File: src/rtl/shift_seq_if.sv
// shift_seq_if: request/response handshake bundle between ALU issue logic and shift_seq_ctrl
interface shift_seq_if #(parameter int N = 16, parameter int C = 4);
  logic         req_valid;
  logic         req_ready;
  logic [1:0]   req_op;
  logic [N-1:0] req_data;
  logic [C-1:0] req_cnt;
  logic         resp_valid;
  logic         resp_ready;
  logic [N-1:0] resp_data;
  modport master (output req_valid, req_op, req_data, req_cnt, resp_ready,
                  input  req_ready, resp_valid, resp_data);
  modport slave  (input  req_valid, req_op, req_data, req_cnt, resp_ready,
                  output req_ready, resp_valid, resp_data);
endinterface

File: src/rtl/shift_seq_ctrl.sv
// shift_seq_ctrl: SRL/SLL/SRA/ROR sequencer built on a shared combinational right shifter.
// Define SHIFT_SEQ_ZERO_BYPASS_EN to answer zero-count requests straight from IDLE.
module shift_seq_ctrl #(
  parameter int N = 16,
  parameter int C = 4
) (
  input  logic         clk,
  input  logic         rst_n,
  shift_seq_if.slave   bus,
  output logic [N-1:0] sh_in,
  output logic [C-1:0] sh_cnt,
  input  logic [N-1:0] sh_out
);
  typedef enum logic [1:0] {IDLE, PASS1, PASS2, RESP} state_t;
  typedef enum logic [1:0] {SRL, SLL, SRA, ROR} op_t;

  function automatic logic [N-1:0] bitrev(input logic [N-1:0] v);
    for (int i = 0; i < N; i++) bitrev[i] = v[N-1-i];
  endfunction

  state_t       state_q, state_d;
  op_t          op_q, op_d, req_op;
  logic [N-1:0] x_q, x_d, a_q, a_d, resp_data_q, resp_data_d, sh_in_q, sh_in_d;
  logic [C-1:0] n_q, n_d, sh_cnt_q, sh_cnt_d;
  logic         req_ready_q, req_ready_d, resp_valid_q, resp_valid_d, bypass;
  logic [N-1:0] req_pre, pass1_res;

  assign req_op = op_t'(bus.req_op);
`ifdef SHIFT_SEQ_ZERO_BYPASS_EN
  assign bypass = bus.req_cnt == '0;
`else
  assign bypass = 1'b0;
`endif
  // Left and arithmetic shifts are mapped onto the right shifter by reversing or inverting around it
  assign req_pre   = req_op == SLL ? bitrev(bus.req_data)
                   : (req_op == SRA && bus.req_data[N-1]) ? ~bus.req_data : bus.req_data;
  assign pass1_res = op_q == SLL ? bitrev(sh_out)
                   : (op_q == SRA && x_q[N-1]) ? ~sh_out
                   : op_q == ROR ? x_q : sh_out;

  always_comb begin
    state_d      = state_q;
    op_d         = op_q;
    x_d          = x_q;
    n_d          = n_q;
    a_d          = a_q;
    req_ready_d  = req_ready_q;
    resp_valid_d = resp_valid_q;
    resp_data_d  = resp_data_q;
    sh_in_d      = sh_in_q;
    sh_cnt_d     = sh_cnt_q;
    case (state_q)
      IDLE: if (bus.req_valid) begin
        op_d        = req_op;
        x_d         = bus.req_data;
        n_d         = bus.req_cnt;
        req_ready_d = 1'b0;
        if (bypass) begin
          state_d      = RESP;
          resp_data_d  = bus.req_data;
          resp_valid_d = 1'b1;
        end else begin
          state_d  = PASS1;
          sh_in_d  = req_pre;
          sh_cnt_d = bus.req_cnt;
        end
      end
      PASS1: if (op_q == ROR && n_q != '0) begin
        // Second pass recovers the bits shifted out: bitrev(bitrev(X) >> (N-n)) == X << (N-n)
        a_d      = sh_out;
        sh_in_d  = bitrev(x_q);
        sh_cnt_d = C'(N - int'(n_q));
        state_d  = PASS2;
      end else begin
        resp_data_d  = pass1_res;
        resp_valid_d = 1'b1;
        state_d      = RESP;
      end
      PASS2: begin
        resp_data_d  = a_q | bitrev(sh_out);
        resp_valid_d = 1'b1;
        state_d      = RESP;
      end
      RESP: if (bus.resp_ready) begin
        resp_valid_d = 1'b0;
        req_ready_d  = 1'b1;
        state_d      = IDLE;
      end
      default: state_d = IDLE;
    endcase
  end

  always_ff @(posedge clk or negedge rst_n) begin
    if (!rst_n) begin
      state_q      <= IDLE;
      op_q         <= SRL;
      x_q          <= '0;
      n_q          <= '0;
      a_q          <= '0;
      req_ready_q  <= 1'b1;
      resp_valid_q <= 1'b0;
      resp_data_q  <= '0;
      sh_in_q      <= '0;
      sh_cnt_q     <= '0;
    end else begin
      state_q      <= state_d;
      op_q         <= op_d;
      x_q          <= x_d;
      n_q          <= n_d;
      a_q          <= a_d;
      req_ready_q  <= req_ready_d;
      resp_valid_q <= resp_valid_d;
      resp_data_q  <= resp_data_d;
      sh_in_q      <= sh_in_d;
      sh_cnt_q     <= sh_cnt_d;
    end
  end

  assign bus.req_ready  = req_ready_q;
  assign bus.resp_valid = resp_valid_q;
  assign bus.resp_data  = resp_data_q;
  assign sh_in          = sh_in_q;
  assign sh_cnt         = sh_cnt_q;
endmodule

File: src/flat_wrapper.sv
// flat-port wrapper written by rule: the top's interface ports become plain ports
module shift_seq_ctrl_flat 
#(
  parameter int N = 16,
  parameter int C = 4
)
  (clk, rst_n, sh_in, sh_cnt, sh_out, bus_req_valid, bus_req_op, bus_req_data, bus_req_cnt, bus_resp_ready, bus_req_ready, bus_resp_valid, bus_resp_data);
  shift_seq_if #(.N(N), .C(C)) bus_i ();
  input  logic clk;
  input  logic rst_n;
  output logic [N-1:0] sh_in;
  output logic [C-1:0] sh_cnt;
  input  logic [N-1:0] sh_out;
  input wire logic [$bits(bus_i.req_valid)-1:0] bus_req_valid;
  input wire logic [$bits(bus_i.req_op)-1:0] bus_req_op;
  input wire logic [$bits(bus_i.req_data)-1:0] bus_req_data;
  input wire logic [$bits(bus_i.req_cnt)-1:0] bus_req_cnt;
  input wire logic [$bits(bus_i.resp_ready)-1:0] bus_resp_ready;
  output wire logic [$bits(bus_i.req_ready)-1:0] bus_req_ready;
  output wire logic [$bits(bus_i.resp_valid)-1:0] bus_resp_valid;
  output wire logic [$bits(bus_i.resp_data)-1:0] bus_resp_data;
  assign bus_i.req_valid = bus_req_valid;
  assign bus_i.req_op = bus_req_op;
  assign bus_i.req_data = bus_req_data;
  assign bus_i.req_cnt = bus_req_cnt;
  assign bus_i.resp_ready = bus_resp_ready;
  assign bus_req_ready = bus_i.req_ready;
  assign bus_resp_valid = bus_i.resp_valid;
  assign bus_resp_data = bus_i.resp_data;
  shift_seq_ctrl #(.N(N), .C(C)) u_core (.clk(clk), .rst_n(rst_n), .bus(bus_i), .sh_in(sh_in), .sh_cnt(sh_cnt), .sh_out(sh_out));
endmodule
File: config.mk
export PLATFORM = sky130hd
export DESIGN_NAME = shift_seq_ctrl_flat
export DESIGN_NICKNAME = d
export VERILOG_FILES = /design/src/rtl/shift_seq_if.sv /design/src/rtl/shift_seq_ctrl.sv /design/src/flat_wrapper.sv
export SDC_FILE = /design/constraint.sdc
export NUM_CORES = 1
export LEC_CHECK = 0
export ABC_AREA = 1
export BUFFER_PORTS_ARGS = -buffer_cell sky130_fd_sc_hd__clkbuf_2
export CORE_AREA = 2 2 100 102
export CTS_CLUSTER_SIZE = 10
export DETAILED_ROUTE_END_ITERATION = 12
export DIE_AREA = 0 0 102 104
export GPL_TIMING_DRIVEN = 0
export PLACE_DENSITY_LB_ADDON = 0.1
export SETUP_SLACK_MARGIN = 0.1
export SLEW_MARGIN = 20
export SYNTH_ARGS = -nofsm -noshare
export SYNTH_HDL_FRONTEND = slang
export SYNTH_SLANG_ARGS = --single-unit
File: constraint.sdc
create_clock -name clk -period 3.6 [get_ports clk]
set_input_delay 0.72 -clock clk [delete_from_list [all_inputs] [get_ports clk]]
set_output_delay 0.72 -clock clk [all_outputs]
set_load 0.05 [all_outputs]
; After elaboration in Yosys (flattened, before gate mapping)
; Index checks and enable logic that the tools add are counted.
[classes]
bitwise_logic = 4
reduce_logical = 15
addsub = 1
shifts = 0
multipliers = 0
muxes = 23
eq_ne = 12
order_cmp = 0
div_mod_pow = 0
[op_table]
columns = op, count
row1 = 16-bit 2-to-1 mux, 8
row2 = 16-bit case mux with 2 select lines, 2
row3 = 16-bit inverter, 2
row4 = 16-bit bitwise OR, 1
row5 = 2-bit == test (second input constant), 5
row6 = 3-bit AND reduction, 3
row7 = 4-bit 2-to-1 mux, 2
row8 = 2-bit case mux with 4 select lines, 1
row9 = 4-bit case mux with 2 select lines, 1
row10 = 2-bit AND reduction, 4
row11 = 2-bit by 1-bit == test with 1-bit output (second input constant), 3
row12 = 2-bit != test (second input constant), 3
row13 = 2-bit nonzero test, 3
row14 = 1-bit 2-to-1 mux, 5
row15 = 2-bit 2-to-1 mux, 2
row16 = 4-bit nonzero test, 1
row17 = 1-bit by 4-bit subtractor with 4-bit output (first input constant), 1
row18 = 1-bit logical AND, 3
row19 = 1-bit case mux with 3 select lines, 1
row20 = 2-bit logical NOT, 1
row21 = 2-bit by 1-bit != test with 1-bit output (second input constant), 1
row22 = 1-bit case mux with 2 select lines, 1
row23 = 1-bit inverter, 1
[totals]
latchBits = 0
output_inout_bits = 38
n_memories = 0
mem_bits_ro = 0
word_cells = 65
in_bits = 42
reg_bits = 78
ram_bits = 0

; Depth between registers and ports, before layout
[depth]
depth_word = 6
depth_mapped = 10
depth_no_buf = 9

; Least setup slack after synthesis
; OpenSTA, ideal clock, no wires.
[synth_timing]
path_type = in2reg
from = in bus_req_valid
to = reg u_core.sh_in_q[0], in the netlist u_core.sh_in[0]
setup_ps = 118
t_arrival_ps = 1379
n_path_buf = 2
path_slack_ps = 2103
required_time_ps = 3482
stages = 8
path_cell_list = nand2_1 buf_2 o21ai_2 nand2_4 buf_6 nor2_2 nand2_1 nand2_1
[synth_between]
elab_chain_cells = 2
[synth_rtl]
columns = item, line_no
row1 = from (decl), flat_wrapper.sv:14  ; input wire logic [$bits(bus_i.req_valid)-1:0] bus_req_valid;
row2 = 2-bit != test (no source line), --
row3 = 3-bit AND reduction (no source line), --
row4 = to (signal assigned), shift_seq_ctrl.sv:114  ; sh_in_q <= sh_in_d;
row5 = to (decl), shift_seq_ctrl.sv:23  ; logic [N-1:0] x_q, x_d, a_q, a_d, resp_data_q, resp_data_d, sh_in_q, sh_in_d;
; Every way passes these cells.
; A chain may end at the register's enable or synchronous reset.

; Final worst setup path
[layout_timing]
from = reg u_core.state_q[0]
to = reg u_core.resp_data_q[15], in the netlist u_core.bus.resp_data[15]
[layout_between]
elab_chain_cells = 3
word_cells_on_any_way = 6
cone_classes = 3 x eq/ne / 1 x mux / 2 x reduce/logical
[layout_rtl]
columns = item, line_no
row1 = from (decl), shift_seq_ctrl.sv:21  ; state_t state_q, state_d;
row2 = from (signal assigned), shift_seq_ctrl.sv:106  ; state_q <= state_d;
row3 = 2-bit by 1-bit == test with 1-bit output or 2-bit == test (tied branches), shift_seq_ctrl.sv:52  ; case (state_q)
row4 = 2-bit != test (no source line) or 2-bit nonzero test (tied branches), --
row5 = 2-bit AND reduction (no source line), --
row6 = to (signal assigned), shift_seq_ctrl.sv:113  ; resp_data_q <= resp_data_d;
row7 = to (decl), shift_seq_ctrl.sv:23
; Parallel ways exist; a longest one is shown, timed or not.

==> reports/qor.txt <==
status - complete, no violations
P per Cell Area - 995 nW/um^2
post-route ant nets - 0
first-pass GRT wire length - 20.2 mm
cts repair resizes - 0
crit-path max FO - 10
via count - 4444
Worst setup SP type - register
max cap viols - 0
share of the synthesized area in the top cell type - 41.2%
grt total ovfl - 0
Final nets - 803
Slew @ Worst Pin - 594 ps
Post-synth EDFFs - 0
CP required - 3850 ps
hold buffers post-CTS - 0
Detail Placement HPWL - 9.24 mm
total CTS buffers - 9
clk_lat worst skew - 370 ps
area grow syn2layout - 16.4%
drc violations - 0
post-synthesis register bit count - 78
FILL cells - 934
Peak Freq - 516 MHz
CTS tree - done
H-tree levels - 3
Hold WC Path Type - in -> async
GRT Total Usage - 24.0%
R2R Path Start - u_core.state_q[0]$_DFFE_PN0P_
met2 Usage GRT - 38.6%
Final min period - 1940 ps
Async SR Flop Fraction - 100%
# setup viols final - 0
met3 Track Usage GR - 3.43%
# clock sinks - 78
layout cell share with drive strength beyond 1 - 20.9%
synth cell count leaders - nand2_1 (219), nand3_1 (85), dfrtp_1 (77)
final clock skew - 10.5 ps
Final period util - 53.8%
Die Span Y - 104 microns
pins over their slew limit - 0
core area - 9550 sq um
Crit Path Class - reg -> reg
CP Capture Type - register
Mapped Area - 4680 sq um
most area-consuming cells after synthesis - dfrtp_1 (41%), nand2_1 (18%), nand3_1 (9.1%)
leakage - 3.03 nW
syn_nets - 712
Via-to-Cell Ratio - 4.98
Ys Warns - 0
router iterations before antenna repair - 5
setup TNS - 0 ps
DRT iter0 DRCs - 189
# IOs - 80
worst vdd ir - 0.519 mV
Sw Pwr - 2.86 mW
row count - 36
Internal - 2.56 mW
final hold violation count - 0
clock slew at reported path FFs - 80 ps
Placer Congestion - 0.854
Post-Route WL - 12.0 mm
Gate Count Post-Synth - 664
Die W - 102 microns
wire per inst - 13.5 microns
RSZ-0062 raised after global routing - no
sequential share of the synthesized area - 41.7%
count leader, synth - nand2_1
Switching Share - 52.8%
most area-hungry cell type in the Yosys netlist - dfrtp_1
clock power share - 11.2%
initial antenna violation count - 0
Netlist cell types - 29
sequential power share - 29.6%
largest net degree at the start of global routing - 45
Root Driver - clkbuf_8
Comb pwr share - 59.1%
met1 Usage GRT - 31.9%
Tot Pwr - 5.42 mW
Worst EP arrival - 2190 ps
PortBufs - 79
grt peak-use layer - met2
die area - 10600 sq um
antenna fix cells - 0
Post-CTS Setup Inserts - 0
initial core utilization - 49.0%
top_reg_cell synth - dfrtp_1
Worst Setup SP - u_core.state_q[0]$_DFFE_PN0P_
via count of the first global-routing pass - 4295
clock buffer depth - 2
Worst slew margin - 60.4%
Mapped Avg Cell Area - 7.05 sq um
==> power groups by stage <==
stage,Clock (mW),Combinational [mW],Sequential (mW)
floorplan,0,1.76,2.29
global placement,0,3.16,1.61
detailed placement,0,3.21,1.62
CTS,0.619,3.23,1.61
global route,0.650,3.58,1.65
finish,0.608,3.20,1.60
==> through the flow <==
| step | utilization, % | instances | setup slack [ps] | hold slack, ps | cell area [sq um] |
|---|---|---|---|---|---|
| final | 57.0 | 893 | 1660 | 345 | 5450 |
| after global routing | 57.0 | 893 | 1540 | 384 | 5450 |
| after CTS | 57.0 | 893 | 1700 | 371 | 5450 |
| after detailed placement | 55.2 | 877 | 1740 | 464 | 5270 |
| after global placement | 54.9 | 876 | 1040 | 462 | 5240 |
| after floorplan | - | 664 | 2100 | 424 | 4680 |
==> registers in the layout, summed over array words and instances (netlist names) <==
| register | count |
|---|---|
| u_core.n_q | 4 |
| u_core.x_q | 16 |
| u_core.bus.resp_data | 16 |
| u_core.sh_cnt | 4 |
| u_core.a_q | 16 |
| u_core.sh_in | 16 |
| u_core.op_q | 2 |
| u_core.bus.resp_valid | 1 |
| u_core.bus.req_ready | 1 |
| u_core.state_q | 2 |
==> critical path, cell delays in order (launching register included) <==
cell	delay (ps)
dfrtp_1	430
inv_1	100
ha_1	250
inv_1	130
clkbuf_1	480
nand4_1	200
nand3_1	160
nand2_1	70
==> routing by layer <==
layer	part of all wire, %	routed length (microns)	vias up
met1	46	5560	2026
met3	4.9	594	21
met5	0	0	-
met4	2.4	289	0
met2	47	5600	127
li1	-	-	2270
==> worst paths after layout <==
path | cells past startpoint | to | slack (ps)
worst max register to register | 7 | u_core.bus.resp_data[15]$_DFFE_PN0P_ | 1660
max in group asynchronous | 2 | u_core.bus.req_ready$_DFFE_PN1P_ | 2620
worst max-delay path | 7 | u_core.bus.resp_data[15]$_DFFE_PN0P_ | 1660
min in group clk | 2 | u_core.bus.resp_data[11]$_DFFE_PN0P_ | 480
worst min-delay path | 1 | u_core.bus.resp_data[6]$_DFFE_PN0P_ | 350
worst min register to register | 2 | u_core.bus.resp_data[11]$_DFFE_PN0P_ | 480
==> logic make-up (layout without fill, tap and decap cells) <==
logic type                 Yosys count  count (layout)  share of synthesized area [%]
xor gates and xnor gates             1               1                          0.187
AOI/OAI and AO/OA                   78              78                           8.42
and+or+nand+nor                    385             385                           36.3
buffers and inverters              115             211                           11.5
muxes                                1               1                          0.214
DFF                                 78              78                           41.7
adders and majority gates            6               6                           1.60
==> cell usage in the layout (no fill, tap or decap), drive strengths merged <==
| cell type | instances |
|---|---|
| a21oi | 2 |
| clkinv | 3 |
| inv | 79 |
| o21ai | 76 |
| buf | 28 |
| clkinvlp | 3 |
| nor3 | 15 |
| mux2i | 1 |
| dfrtp | 77 |
| clkbuf | 98 |
| nor2 | 53 |
| ha | 6 |
| nand2 | 225 |
| dfstp | 1 |
| nand4 | 1 |
| nand3 | 88 |
| or2 | 3 |
| xnor2 | 1 |
==> cell type report <==
| cell class | instances | area [sq um] | share of cell area [%] |
|---|---|---|---|
| clock buffer | 10 | 138 | 2.53 |
| multi-input combinational | 471 | 2190 | 40.2 |
| tap | 133 | 166 | 3.06 |
| inverter | 79 | 297 | 5.45 |
| timing repair buffer | 80 | 425 | 7.81 |
| clock inverter | 6 | 37.5 | 0.689 |
| sequential | 78 | 1950 | 35.9 |
| buffer | 36 | 240 | 4.41 |
Note: power is estimated with default switching activity, not from simulation.
